### src/rtl/csa_pipe_pkg.sv
// csa_pipe_pkg
//   Shared configuration for the pipelined carry-select adder/subtractor:
//   default parameter values, derived geometry helpers (number of blocks,
//   segment width, blocks per segment) and the parameter-legality predicate.
//   No ports; imported by csa_pipe and csa_block.
package csa_pipe_pkg;

    localparam int CSA_WIDTH_DEF  = 32;
    localparam int CSA_BLK_DEF    = 4;
    localparam int CSA_STAGES_DEF = 2;

    // Total carry-select blocks across the operand (NBLK).
    function automatic int csa_nblk(input int width, input int blk);
        return width / blk;
    endfunction

    // Bits resolved per pipeline segment (SEG_W).
    function automatic int csa_seg_w(input int width, input int stages);
        return width / stages;
    endfunction

    // Carry-select blocks per pipeline segment (SPB).
    function automatic int csa_spb(input int width, input int blk, input int stages);
        return (width / stages) / blk;
    endfunction

    // Legal when WIDTH splits evenly into STAGES segments of whole blocks
    // and there is at least one block per segment.
    function automatic bit csa_cfg_ok(input int width, input int blk, input int stages);
        if (width < 1 || blk < 1 || stages < 1) return 1'b0;
        if ((width % (blk * stages)) != 0) return 1'b0;
        return (stages <= (width / blk));
    endfunction

endpackage

### src/rtl/csa_block.sv
// csa_block
//   One BLK-bit carry-select cell: two speculative sums (carry-in 0 and 1)
//   are formed in parallel and the late-arriving real carry-in picks one.
// Ports:
//   a, b  [BLK]  operand slices (b already inverted for subtraction)
//   cin          real carry into the block (select line)
//   sum   [BLK]  selected block sum
//   cout         selected carry out of the block
module csa_block
    import csa_pipe_pkg::*;
#(
    parameter int BLK = CSA_BLK_DEF
) (
    input  logic [BLK-1:0] a,
    input  logic [BLK-1:0] b,
    input  logic           cin,
    output logic [BLK-1:0] sum,
    output logic           cout
);

    logic [BLK:0] sum_c0;
    logic [BLK:0] sum_c1;

    // Both speculative sums are independent of cin, so only the final
    // mux sits on the carry path.
    assign sum_c0 = {1'b0, a} + {1'b0, b};
    assign sum_c1 = {1'b0, a} + {1'b0, b} + (BLK+1)'(1);

    assign {cout, sum} = cin ? sum_c1 : sum_c0;

endmodule

### src/rtl/csa_pipe.sv
// csa_pipe
//   Pipelined carry-select adder/subtractor. The operand is cut into STAGES
//   segments of SEG_W bits; segment k is resolved in stage k, and its carry
//   plus the untouched upper operand bits are registered into stage k+1.
//   Elastic valid/ready pipeline, one result per clock, results in order.
// Ports:
//   clk, rst_n            clock (rising edge), async active-low reset
//   in_valid / in_ready   operand handshake (in_ready independent of in_valid)
//   a, b [WIDTH]          operands
//   cin                   carry in (ignored when sub=1)
//   sub                   0: a+b+cin, 1: a-b (as a + ~b + 1)
//   out_valid / out_ready result handshake
//   sum [WIDTH]           result modulo 2^WIDTH
//   cout                  carry out of MSB (no-borrow flag when subtracting)
//   ovf                   signed overflow
module csa_pipe
    import csa_pipe_pkg::*;
#(
    parameter int WIDTH  = CSA_WIDTH_DEF,
    parameter int BLK    = CSA_BLK_DEF,
    parameter int STAGES = CSA_STAGES_DEF
) (
    input  logic             clk,
    input  logic             rst_n,
    input  logic             in_valid,
    output logic             in_ready,
    input  logic [WIDTH-1:0] a,
    input  logic [WIDTH-1:0] b,
    input  logic             cin,
    input  logic             sub,
    output logic             out_valid,
    input  logic             out_ready,
    output logic [WIDTH-1:0] sum,
    output logic             cout,
    output logic             ovf
);

    localparam int NBLK  = csa_nblk(WIDTH, BLK);
    localparam int SEG_W = csa_seg_w(WIDTH, STAGES);
    localparam int SPB   = csa_spb(WIDTH, BLK, STAGES);

    if (!csa_cfg_ok(WIDTH, BLK, STAGES) || (STAGES > NBLK)) begin : g_bad_cfg
        $error("csa_pipe: WIDTH must be a multiple of BLK*STAGES and 1 <= STAGES <= WIDTH/BLK");
    end

    logic [WIDTH-1:0]  b_eff;
    logic              c0;
    logic [STAGES-1:0] vld_all;
    logic [STAGES-1:0] adv;

    assign b_eff = sub ? ~b : b;
    assign c0    = sub | cin;

    // Stage k may advance unless it and every stage after it are full while
    // the consumer stalls. Written in closed form so no advance bit feeds
    // another combinationally.
    for (genvar k = 0; k < STAGES; k++) begin : g_adv
        localparam logic [STAGES-1:0] LOW_MASK = STAGES'((1 << k) - 1);
        assign adv[k] = out_ready | ~(&(vld_all | LOW_MASK));
    end

    for (genvar k = 0; k < STAGES; k++) begin : g_stg
        localparam int SLSB = k * SEG_W;
        localparam int MSB  = (k + 1) * SEG_W - 1;

        logic [WIDTH-1:0] src_a, src_b, src_sum;
        logic             src_ci, src_vld;
        logic [SEG_W-1:0] seg_sum;
        logic             seg_co, seg_cm;

        logic [WIDTH-1:0] sum_d, sum_q, a_d, a_q, b_d, b_q;
        logic             cy_d, cy_q, cm_d, cm_q, v_d, v_q;

        if (k == 0) begin : g_src
            assign src_a   = a;
            assign src_b   = b_eff;
            assign src_ci  = c0;
            assign src_sum = '0;
            assign src_vld = in_valid;
        end else begin : g_src
            assign src_a   = g_stg[k-1].a_q;
            assign src_b   = g_stg[k-1].b_q;
            assign src_ci  = g_stg[k-1].cy_q;
            assign src_sum = g_stg[k-1].sum_q;
            assign src_vld = g_stg[k-1].v_q;
        end

        for (genvar j = 0; j < SPB; j++) begin : g_blk
            localparam int LSB = SLSB + j * BLK;
            logic           ci, co;
            logic [BLK-1:0] s;

            if (j == 0) begin : g_ci
                assign ci = src_ci;
            end else begin : g_ci
                assign ci = g_blk[j-1].co;
            end

            csa_block #(.BLK(BLK)) u_blk (
                .a    (src_a[LSB +: BLK]),
                .b    (src_b[LSB +: BLK]),
                .cin  (ci),
                .sum  (s),
                .cout (co)
            );

            assign seg_sum[j*BLK +: BLK] = s;
        end

        assign seg_co = g_blk[SPB-1].co;
        // Carry into the segment MSB recovered from the MSB sum bit; only the
        // last segment's value matters (signed overflow).
        assign seg_cm = src_a[MSB] ^ src_b[MSB] ^ seg_sum[SEG_W-1];

        always_comb begin
            v_d   = v_q;
            sum_d = sum_q;
            a_d   = a_q;
            b_d   = b_q;
            cy_d  = cy_q;
            cm_d  = cm_q;
            if (adv[k]) begin
                v_d = src_vld;
                if (src_vld) begin
                    sum_d                 = src_sum;
                    sum_d[SLSB +: SEG_W]  = seg_sum;
                    a_d                   = src_a;
                    b_d                   = src_b;
                    cy_d                  = seg_co;
                    cm_d                  = seg_cm;
                end
            end
        end

        // ---- stage k register boundary ----
        always_ff @(posedge clk or negedge rst_n) begin
            if (!rst_n) begin
                v_q   <= 1'b0;
                sum_q <= '0;
                a_q   <= '0;
                b_q   <= '0;
                cy_q  <= 1'b0;
                cm_q  <= 1'b0;
            end else begin
                v_q   <= v_d;
                sum_q <= sum_d;
                a_q   <= a_d;
                b_q   <= b_d;
                cy_q  <= cy_d;
                cm_q  <= cm_d;
            end
        end

        assign vld_all[k] = v_q;

        // Operand bits have no consumer after the last segment, and the
        // MSB carry is only consumed from the last segment.
        if (k == STAGES - 1) begin : g_tail
            logic unused_ab;
            assign unused_ab = ^{a_q, b_q};
        end else begin : g_tail
            logic unused_cm;
            assign unused_cm = cm_q;
        end
    end

    assign in_ready  = adv[0];
    assign out_valid = vld_all[STAGES-1];
    assign sum       = g_stg[STAGES-1].sum_q;
    assign cout      = g_stg[STAGES-1].cy_q;
    assign ovf       = g_stg[STAGES-1].cy_q ^ g_stg[STAGES-1].cm_q;

endmodule

### config.mk
export PLATFORM = sky130hd
export DESIGN_NAME = csa_pipe
export DESIGN_NICKNAME = d
export VERILOG_FILES = /design/src/rtl/csa_pipe_pkg.sv /design/src/rtl/csa_block.sv /design/src/rtl/csa_pipe.sv
export SDC_FILE = /design/constraint.sdc
export NUM_CORES = 1
export LEC_CHECK = 0
export ABC_CLOCK_PERIOD_IN_PS = 9350
export BUFFER_PORTS_ARGS = -buffer_cell sky130_fd_sc_hd__buf_2
export CAP_MARGIN = 20
export CORE_MARGIN = 3
export CORE_UTILIZATION = 55
export DETAILED_ROUTE_END_ITERATION = 16
export PLACE_DENSITY_LB_ADDON = 0.25
export SETUP_SLACK_MARGIN = 0.3
export SYNTH_ARGS = -nofsm -noshare
export SYNTH_HDL_FRONTEND = slang
export SYNTH_SLANG_ARGS = --single-unit
### constraint.sdc
create_clock -name clk -period 9.35 [get_ports clk]
set_clock_uncertainty 0.2 [all_clocks]
set_input_delay 0.4675 -clock clk [delete_from_list [all_inputs] [get_ports clk]]
set_output_delay 0.4675 -clock clk [all_outputs]
set_load 0.01 [all_outputs]
# == Word-level counts from Yosys, hierarchy flattened ==
# Index checks and enable logic that the tools add are counted.
# totals
regBits,117
input_bits,70
out_inout_bits,36
wordCells,46
# op_classes
n_addsub,16
muxes,9
bitwise,9
reduce_logical,3
# op_table
op,n
4-bit by 4-bit adder with 5-bit output,8
"5-bit by 1-bit adder with 5-bit output, second input constant",8
5-bit 2-to-1 mux,8
32-bit 2-to-1 mux,1
32-bit inverter,1
2-bit AND reduction,3
1-bit bitwise OR,3
1-bit XOR,3
1-bit inverter,2

# == Depth between registers and ports, before layout ==
# depth
word_depth,8
mapped_depth,16
mapped_depth_nobuf,14

# == Modules after synthesis ==
# From an unflattened synthesis, not the netlist that was laid out.
# unflattened
cells_unflattened,494
area_unflattened_um2,5575.3
# by_module_without_submodules
mod,n_inst,cells_per_inst,area_each_um2
csa_pipe,1,222,3583.4
csa_block,8,34,249.0

# == Worst setup path after synthesis ==
# Ideal clock, no wire load.
# synth_timing
path_kind,input-to-reg
start,in sub
end,reg g_stg[0].cy_q
arrival_time_ps,3913
required_time_ps,9054
setup_slack_ps,5142
path_stages,16
cell_sequence,clkbuf_1 -> buf_1 -> xor2_1 -> ha_1 -> inv_1 -> fa_1 -> inv_1 -> ha_1 -> o21ai_1 -> nor3_1 -> o211ai_1 -> a211oi_2 -> mux2_2 -> xnor2_2 -> o31a_1 -> o31ai_1
# synth_via
elab_chain_cells,7
word_cells_on_any_way,14
cone_classes,8 x add/sub; 5 x mux; 1 x bitwise
# synth_lines
element,line,text
"start, declared",csa_pipe.sv:30,"input logic sub,"
32-bit 2-to-1 mux,csa_pipe.sv:51,assign b_eff = sub ? ~b : b;
4-bit by 4-bit adder with 5-bit output,"csa_block.sv:26, csa_block.sv:27",
5-bit by 1-bit adder with 5-bit output,csa_block.sv:27,"assign sum_c1 = {1'b0, a} + {1'b0, b} + (BLK+1)'(1);"
5-bit 2-to-1 mux (3 in a row),csa_block.sv:29,"assign {cout, sum} = cin ? sum_c1 : sum_c0;"
5-bit 2-to-1 mux (*),csa_block.sv:29,
"end signal, assigned",csa_pipe.sv:149,cy_q <= cy_d;
"end, declared",csa_pipe.sv:72,"logic cy_d, cy_q, cm_d, cm_q, v_d, v_q;"
# Mark *: on every way between the ends. The rest lies on a longest branch, timed or not.
# A chain may end at the register's enable or synchronous reset.

# == Worst setup path after layout ==
# layout_timing
start,in sub
end,reg g_stg[0].sum_q[15]
# layout_via
elab_chain_cells,7
word_cells_on_any_way,14
cone_classes,8 x add/sub; 5 x mux; 1 x bitwise
# layout_lines
element,line,text
32-bit 2-to-1 mux,csa_pipe.sv:51,
4-bit by 4-bit adder with 5-bit output,"csa_block.sv:26, csa_block.sv:27",
5-bit by 1-bit adder with 5-bit output,csa_block.sv:27,
5-bit 2-to-1 mux (3 in a row),csa_block.sv:29,
5-bit 2-to-1 mux (*),csa_block.sv:29,
"end signal, assigned",csa_pipe.sv:146,sum_q <= sum_d;
"end, declared",csa_pipe.sv:71,"logic [WIDTH-1:0] sum_d, sum_q, a_d, a_q, b_d, b_q;"
# Marked as above.

==> flow_metrics.env <==
export IMPL_syn_area_um2=5270
export IMPL_crit_type="primary input to register"
export IMPL_synth_fp_nets=660
export IMPL_post_route_period_util=0.4478
export IMPL_clock_fmax_mhz=238.8
export IMPL_hold_class="primary input to register"
export IMPL_cp_max_fo=34
export IMPL_cts_buffer_depth=2
export IMPL_status="completed"
export IMPL_post_drt_wl_per_cell_um=13.88
export IMPL_fillers=785
export IMPL_power_total_uw=1328
export IMPL_ff_latch_area_um2=2127
export IMPL_ys_warnings_count=0
export IMPL_syn_to_final_growth_pct=16.10
export IMPL_peakVddDrop_mv=0.08372
export IMPL_postCtsSetupBuffers=0
export IMPL_gp_congestion=0.8477
export IMPL_r2r_start="g_stg[0].a_q[16]$_DFFE_PN0P_"
export IMPL_synth_cells=542
export IMPL_grt_pass1_wl_um=18510
export IMPL_slew_headroom=0.3596
export IMPL_worstPathRequired_ns=9.39
export IMPL_die_w_um=103.9
export IMPL_dieArea_um2=10790
export IMPL_syn_area_per_cell_um2=9.723
export IMPL_hold_depth=2
export IMPL_min_delay_start="a[22]"
export IMPL_ant_nets=0
export IMPL_drive_gt1_frac=0.2492
export IMPL_hpwl_um=8200
export IMPL_start_util=0.5677
export IMPL_io_pins=106
export IMPL_grt_max_degree=86
export IMPL_totalWireLength_um=10760
export IMPL_clock_latency_ns=0.36
export IMPL_die_h_um=103.9
export IMPL_htreeDepth=3
export IMPL_nets=759
export IMPL_cts_root_buf="clkbuf_8"
export IMPL_drtIter0Drc=130
export IMPL_clk_pin_slew_ns=0.09
export IMPL_max_cap_violations=0
export IMPL_min_to="g_stg[0].a_q[22]$_DFFE_PN0P_"
export IMPL_ys_ff_latch=85
export IMPL_path_cells="buf_2, xor2_1, ha_1, inv_1, fa_1, inv_1, ha_1, o21ai_1, nor3_1, o211ai_1, a211oi_2, mux2_2, xnor2_2, nor3_1, o31a_1"
export IMPL_critPathCaptureType="register"
export IMPL_r2r_slack_ns=5.59
export IMPL_antenna_found_initial=0
export IMPL_fin_crit_ns=4.187
export IMPL_timing_final_max_slew_violations=0
export IMPL_track_usage=0.2079
export IMPL_synth_seq_area_share=0.4036
export IMPL_tightest_slew_ns=0.9606
export IMPL_first_pass_iters=4
export IMPL_coreArea_um2=9284
export IMPL_row_count=35
export IMPL_numCtsBuffers=9
export IMPL_multi_input_area_um2=2990
export IMPL_startpoint="sub"
export IMPL_drc=0
export IMPL_slowest_stage="buf_2"
export IMPL_powerDensity_nw_per_um2=217.0
export IMPL_final_util=0.6590
export IMPL_overflow=0
export IMPL_diodes=0
export IMPL_rsz0062_at_grt="no"
export IMPL_startpoint_type="primary input"
export IMPL_synth_distinct_cells=53
export IMPL_final_hold_violation_count=0
export IMPL_setup_viol=0
export IMPL_fin_setup_tns_ns=0
export IMPL_critPathArrivalTime_ns=4.23
export IMPL_r2r_end="sum[30]$_DFFE_PN0P_"
export IMPL_rr_worst_depth=11
export IMPL_vias=3996
export IMPL_p_leak_uw=0.002989
export IMPL_cts_sinks=85
export IMPL_grt_pass1_vias=3947
export IMPL_io_buffers=105
export IMPL_cpPeakStageDelay_ns=0.69
export IMPL_via_per_inst=5.156
export IMPL_hold_ws_ns=0.1293
export IMPL_cts_tree="yes"
==> cells by family (layout without fill, tap and decap cells) <==
kind of cell / count (synthesis) / after routing / share of synthesized area
AND/OR/NAND/NOR: 171 / 171 / 0.1489
XOR/XNOR: 70 / 70 / 0.1220
multiplexers: 22 / 22 / 0.04582
flip-flops: 85 / 85 / 0.4036
adder cells (fa/ha/maj): 48 / 48 / 0.1254
AO/OA/AOI/OAI: 105 / 105 / 0.1249
buffers and inverters: 41 / 145 / 0.02944
==> area by class of cell <==
class,count,area share
multi-input combinational,416,0.4888
tap,129,0.02638
clock inverter,6,0.007566
sequential,85,0.3476
timing repair buffer,109,0.09489
inverter,20,0.01227
clock buffer,10,0.02249
==> synth_stat cells (all sizes together) <==
master   number  area [um2]
a211o         1       8.760
a211oi        2       20.02
a21o         13       98.85
a21oi        20       107.6
a31oi         3       18.77
a32o          1       11.26
and2          1       6.260
and3          4       30.03
buf           3       12.51
clkbuf       18       67.56
dfrtp        85        2127
fa            8       160.2
ha           40       500.5
inv          20       75.07
mux2         17       191.4
mux2i         5       50.05
nand2       109       409.1
nand2b        7       43.79
nand3         6       35.03
nand3b        2       15.01
nand4         9       56.30
nor2         11       41.29
nor2b         4       25.02
nor3          6       30.03
nor3b         1       7.510
nor4          1       6.260
o211ai        3       22.52
o21a          4       30.03
o21ai        49       245.2
o22ai         1       6.260
o2bb2ai       1       15.01
o31a          2       17.52
o31ai         5       56.30
or2           3       18.77
or3           3       20.02
or4           2       18.77
or4b          1       10.01
or4bb         1       11.26
xnor2        37       339.1
xor2         33       304.0
==> worst max-delay path: cells and delay by family <==
| family | cells | cell delay, ns |
|---|---|---|
| AND/OR/NAND/NOR | 2 | 0.30 |
| multiplexers | 1 | 0.40 |
| AO/OA/AOI/OAI | 4 | 0.81 |
| adder cells (fa/ha/maj) | 3 | 0.82 |
| XOR/XNOR | 2 | 0.61 |
| buffers and inverters | 3 | 0.83 |
==> flip-flops by register name (all words and copies together) (netlist names), 16 cells and up <==
register and count:
sum 32, g_stg.a_q 16, g_stg.sum_q 16, g_stg.b_q 16
==> how the worst max path moves through the flow <==
stage,to,depth (start not counted)
2_1_floorplan,g_stg[0].cy_q$_DFFE_PN0P_,16
3_3_place_gp,g_stg[0].sum_q[15]$_DFFE_PN0P_,15
3_5_place_dp,g_stg[0].sum_q[15]$_DFFE_PN0P_,15
4_1_cts,g_stg[0].sum_q[15]$_DFFE_PN0P_,15
5_1_grt,g_stg[0].sum_q[15]$_DFFE_PN0P_,15
6_report,g_stg[0].sum_q[15]$_DFFE_PN0P_,15
==> layer usage <==
layer	vias to the layer above	track usage	share of wire
met5	-	0	0
met4	0	0.07123	0.013
met3	12	0.03600	0.039
met2	90	0.3254	0.46
met1	1847	0.2944	0.49
li1	2047	-	-
==> timing repair <==
item                      in CTS  in global routing
resized for setup              0                  0
hold buffers                   0                  1
hold endpoints to repair       0                 20
==> power by group <==
group | internal [uW] | leakage [uW] | switching (uW)
combinational | 244 | 0.00187 | 306
sequential | 471 | 0.00103 | 64.3
clock | 105 | 0.0000889 | 138
==> metrics by stage <==
stage	instance area, um2	cells	worst slack, ns
3_5_place_dp	5897	757	4.777
5_1_grt	6118	775	4.816
2_1_floorplan	5270	542	5.142
4_1_cts	6081	773	5.172
6_report	6118	775	5.163
3_3_place_gp	5897	757	4.914
==> layout by cell type (no fill, tap or decap), types with 3 or more instances in the layout <==
cell        n
fa_1        8
a21o_1     12
xor2_1     31
nand2b_1    7
nand2_1   108
a21oi_1    18
and3_1      3
o21a_1      4
o21ai_0    46
or2_2       3
buf_2     104
mux2i_1     5
o21ai_1     3
inv_1      20
nor2_1     11
o211ai_1    3
ha_1       40
nand4_1     9
dfrtp_1    85
nor2b_1     4
a31oi_1     3
o31ai_1     3
mux2_2     17
clkbuf_8   10
xnor2_1    35
nor3_1      6
buf_4       3
nand3_1     5
(Power assumes the default switching activity.)
